<file path="src/rtl/pwm_audio_dac.sv">
// pwm_audio_dac: double-buffered single-bit PWM audio output stage with overrun/underrun status
module pwm_audio_dac #(
    parameter int DATA_BITS = 12
) (
    input  logic                 clk,
    input  logic                 rst_n,
    input  logic [DATA_BITS-1:0] din,
    input  logic                 din_valid,
    output logic                 pwm_out,
    output logic                 period_start,
    output logic                 overrun,
    output logic                 underrun
);
    localparam logic [DATA_BITS-1:0] MIDSCALE = {1'b1, {(DATA_BITS-1){1'b0}}};
    logic [DATA_BITS-1:0] cnt, duty, pend, duty_nx, pend_nx;
    logic                 pend_full, pend_full_nx, boundary, overrun_nx, underrun_nx;
    // Boundary promotes the pending sample, or bypasses a strobe that lands on it; elsewhere a strobe fills the buffer
    always_comb begin
        boundary     = &cnt;
        duty_nx      = boundary ? (pend_full ? pend : (din_valid ? din : duty)) : duty;
        pend_nx      = (din_valid && (!boundary || pend_full)) ? din : pend;
        pend_full_nx = boundary ? (pend_full & din_valid) : (pend_full | din_valid);
        overrun_nx   = !boundary && din_valid && pend_full;
        underrun_nx  = boundary && !pend_full && !din_valid;
    end
    // Register all state and outputs; reset parks the duty at midscale so the filter sees silence
    always_ff @(posedge clk or negedge rst_n) begin
        if (!rst_n) begin
            cnt          <= '0;
            duty         <= MIDSCALE;
            pend         <= '0;
            pend_full    <= 1'b0;
            pwm_out      <= 1'b0;
            period_start <= 1'b0;
            overrun      <= 1'b0;
            underrun     <= 1'b0;
        end else begin
            cnt          <= cnt + 1'b1;
            duty         <= duty_nx;
            pend         <= pend_nx;
            pend_full    <= pend_full_nx;
            pwm_out      <= cnt < duty;
            period_start <= boundary;
            overrun      <= overrun_nx;
            underrun     <= underrun_nx;
        end
    end
endmodule

</file>
<file path="config.mk">
export PLATFORM = sky130hd
export DESIGN_NAME = pwm_audio_dac
export DESIGN_NICKNAME = d
export VERILOG_FILES = /design/src/rtl/pwm_audio_dac.sv
export SDC_FILE = /design/constraint.sdc
export NUM_CORES = 1
export LEC_CHECK = 0
export ABC_AREA = 1
export CAP_MARGIN = 20
export CORE_MARGIN = 2
export CORE_UTILIZATION = 57
export DETAILED_ROUTE_END_ITERATION = 10
export GPL_TIMING_DRIVEN = 0
export HOLD_SLACK_MARGIN = 0.1
export PLACE_DENSITY = 0.89
export SETUP_SLACK_MARGIN = 0.05
export SYNTH_ARGS = -nofsm -noshare
export SYNTH_HDL_FRONTEND = slang
export SYNTH_SLANG_ARGS = --single-unit
</file>
<file path="constraint.sdc">
create_clock -name clk -period 1.59 [get_ports clk]
set_clock_uncertainty 0.15 [all_clocks]
set_input_delay 0.318 -clock clk [delete_from_list [all_inputs] [get_ports clk]]
set_output_delay 0.318 -clock clk [all_outputs]
set_load 0.005 [all_outputs]
</file>
==> results by group <==
Synth
  – Net Count, Synth: 292
  – Cells taking the most area after synthesis: dfrtp_1 44%, nand2_1 12%, ha_1 6.6%
  – Mapped Area: between 2000 and 2500 sq um
  – Seq/Total Area, Yosys: between 40% and 50%
  – Area fraction of the dominant cell type after synthesis: 43.7%
  – Syn Inst Count: 265
  – Flops & latches, synth: 41
  – Area leader, netlist: dfrtp_1
  – Synth Area per Inst: 8.65 sq um
  – Synth Warn #: 0
  – Post-synth cell types: 26

Critical path
  – CP max-delay cell: dfrtp_1
  – Critical Path Start Type: register
  – R2R depth: 7
  – Reg2reg setup slack: around 0.062 ns
  – RR Startpoint: cnt[1]
  – Element type at the critical path end: register
  – Reg2reg end: pend[10]
  – WS Path Type: register to register
  – Worst Path Max Fanout: 10
  – Data required time of the worst path: 1.64 ns
  – Critical-path cell list: ha_2 > nand2_2 > nor2_4 > nand4_4 > buf_12 > nand3_2 > nand2_1
  – WP data arrival: ~1.6 ns
  – Slowest stage delay, CP: 0.36 ns

Power
  – Total chip power: roughly 2.1 mW
  – Lkg Pwr: 1.54 nW
  – Pwr Density: 734 nW/um^2
  – Worst vdd ir: 562 uV

Timing
  – Hold Violations, Final: 0
  – Hold Worst Slack: approximately 0.17 ns
  – Fmax: about 650 MHz
  – Fin. max-slew vios: 0
  – Unrepaired setup endpoints after global routing: true
  – Minimum clock period: 1.53 ns
  – Headroom to the max-slew limit: 73.2%
  – Worst setup margin: 0.0616 ns
  – Fin crit share: 96.1%
  – Worst slew pin tran: 0.403 ns
  – Final setup viols: 0
  – Post-Route Setup TNS: 0 ns

Final layout
  – Area Overhead vs Synth: 23.6%
  – Layout net count: 329
  – Fraction of layout cells with a size suffix above 1: 25.4%
  – N_diodes: 0

Clocking
  – Reg clk slew, reported paths: 0.08 ns
  – CTS tree: built
  – CTS Sinks: 41
  – Total CTS buffers: 5
  – H-tree depth: 2
  – Worst-Skew Late Latency: 0.30 ns
  – Clock tree root driver cell: clkbuf_8
  – Clock buffer depth: 2

Hold path
  – WHS Endpoint: pend[4]
  – Hold depth: 3
  – Worst min path class: primary input to register
  – Hold_sp: din_valid

Status
  – Status: finished, final reports clean

Die
  – Die span in y: 67.4 um
  – Die width: 67.4 um
  – Rows: 23
  – Core area: 3940 sq um
  – Die area: 4540 sq um
  – Ports: 19
  – Starting Density: between 50 and 60%

GRT
  – Pin count of the biggest net entering global routing: 26
  – Vias in the first global route: 1,827
  – GRT Total Usage: 24.1%
  – First-pass GRT wire length: 8.05 mm
  – Grt ovf: 0
  – Initial antenna violation count: 0

Place
  – Worst slack, placed: -0.0161 ns
  – PortBufs: 17
  – Final Wtd Congestion: about 0.82
  – Post-DP HPWL: approximately 3.1 mm

Detailed routing
  – Post-route DRC: 0
  – Final ANT Viol Nets: 0
  – Detailed-route wire length: 4.61 mm
  – Post-DR vias/cell: roughly 5.1
  – Routed WL per cell: 13.1 um
  – First drt pass iteration count: 4
  – 1st-iter DRT viols: 85
  – Routed vias: 1,795

Run
  – Max-Cap Viols: 0
-- layer usage --
layer	share of wire [%]	vias to the layer above	global-route usage [%]	routed length, um
met1	43	839	28.4	1980
li1	-	904	-	-
met3	3.8	9	7.00	176
met2	52	43	42.2	2390
met5	0	-	0	0
met4	1.4	0	7.91	65
-- power breakdown --
group	total [mW]	internal, mW	switching [mW]
sequential	1.08	1.07	0.0129
combinational	0.156	0.0725	0.0836
clock	0.846	0.472	0.374
total	2.08	1.61	0.471
-- state kept, by name, summed over array words and instances (netlist names) --
| register | count |
|---|---|
| duty | 12 |
| underrun | 1 |
| pend_full | 1 |
| cnt | 12 |
| pend | 12 |
| period_start | 1 |
| overrun | 1 |
| pwm_out | 1 |
-- cell usage after synthesis --
library cell,count
inv_2,1
nor2_2,1
dfstp_2,1
nor2_8,1
ha_1,12
inv_1,37
xor2_1,8
nand4_2,2
and2_1,1
nor2_1,6
buf_4,2
o21ai_0,12
nand2_2,3
nor2_4,4
a21oi_1,5
buf_2,3
nand3_1,30
clkbuf_1,2
nand3_4,1
nand2_1,74
nand2_4,2
nor3_1,1
dfrtp_1,40
buf_6,4
xnor2_1,2
nand3_2,10
-- worst max-delay path by stage --
stage	from	to	slack (ns)	cells after the start
after global placement	rst_n	pend[9]	-0.97	1
after global routing	cnt[1]	pend[10]	0.01	7
after detailed placement	cnt[1]	pend[7]	-0.02	7
after floorplan	cnt[1]	pend[0]	0.15	7
final	cnt[1]	pend[10]	0.06	7
after CTS	cnt[0]	pend[7]	0.05	7
-- worst max-delay path, delay by kind of cell, from the launching register on --
family | cells | cell delay, ns
DFF | 1 | 0.36
and+or+nand+nor | 5 | 0.53
buffers and inverters | 1 | 0.19
adders and majority gates | 1 | 0.20
-- cells in the final DEF, fill, tap and decap left out, drive strengths merged --
cell type and n:
bufinv 1, dfrtp 40, clkdlybuf4s50 12, and2 1, dfstp 1, buf 22
clkbuf 8, nand2 79, dlygate4sd2 4, xor2 8, nor2 12, nand3 41
ha 12, nand4 2, clkinv 1, nor3 1, dlygate4sd3 1, o21ai 12
inv 38, xnor2 2, a21oi 5
-- kinds of logic after synthesis --
logic type / Yosys count / synth area share, %
and+or+nand+nor: 136 / 31.3
buffers and inverters: 49 / 9.82
DFF: 41 / 44.8
AOI/OAI and AO/OA: 17 / 3.71
adders and majority gates: 12 / 6.55
xor gates and xnor gates: 10 / 3.82
-- final cells by class --
cell class                 instances  area (sq um)
buffer                            11          93.8
fill                             320          1110
sequential                        41          1030
multi-input combinational        175          1110
clock buffer                       6          72.6
clock inverter                     2          38.8
timing repair buffer              30           277
inverter                          38           143
tap                               50          62.6
-- timing repair --
item / CTS / global route
endpoints found under the setup margin: 15 / 26
hold buffers: 1 / 0
setup buffers: 4 / 6
cloned: 1 / 0
hold endpoints to repair: 16 / 0
resized for setup: 14 / 20
pin swaps: 2 / 13
-- per-stage QoR --
step                      cell area, sq um  cells  utilization [%]
after global placement                2520    332             64.0
after CTS                             2740    347             69.5
final                                 2830    353             71.9
after floorplan                       2290    265                -
after detailed placement              2540    333             64.4
after global routing                  2830    353             71.9
(Power assumes the default switching activity.)
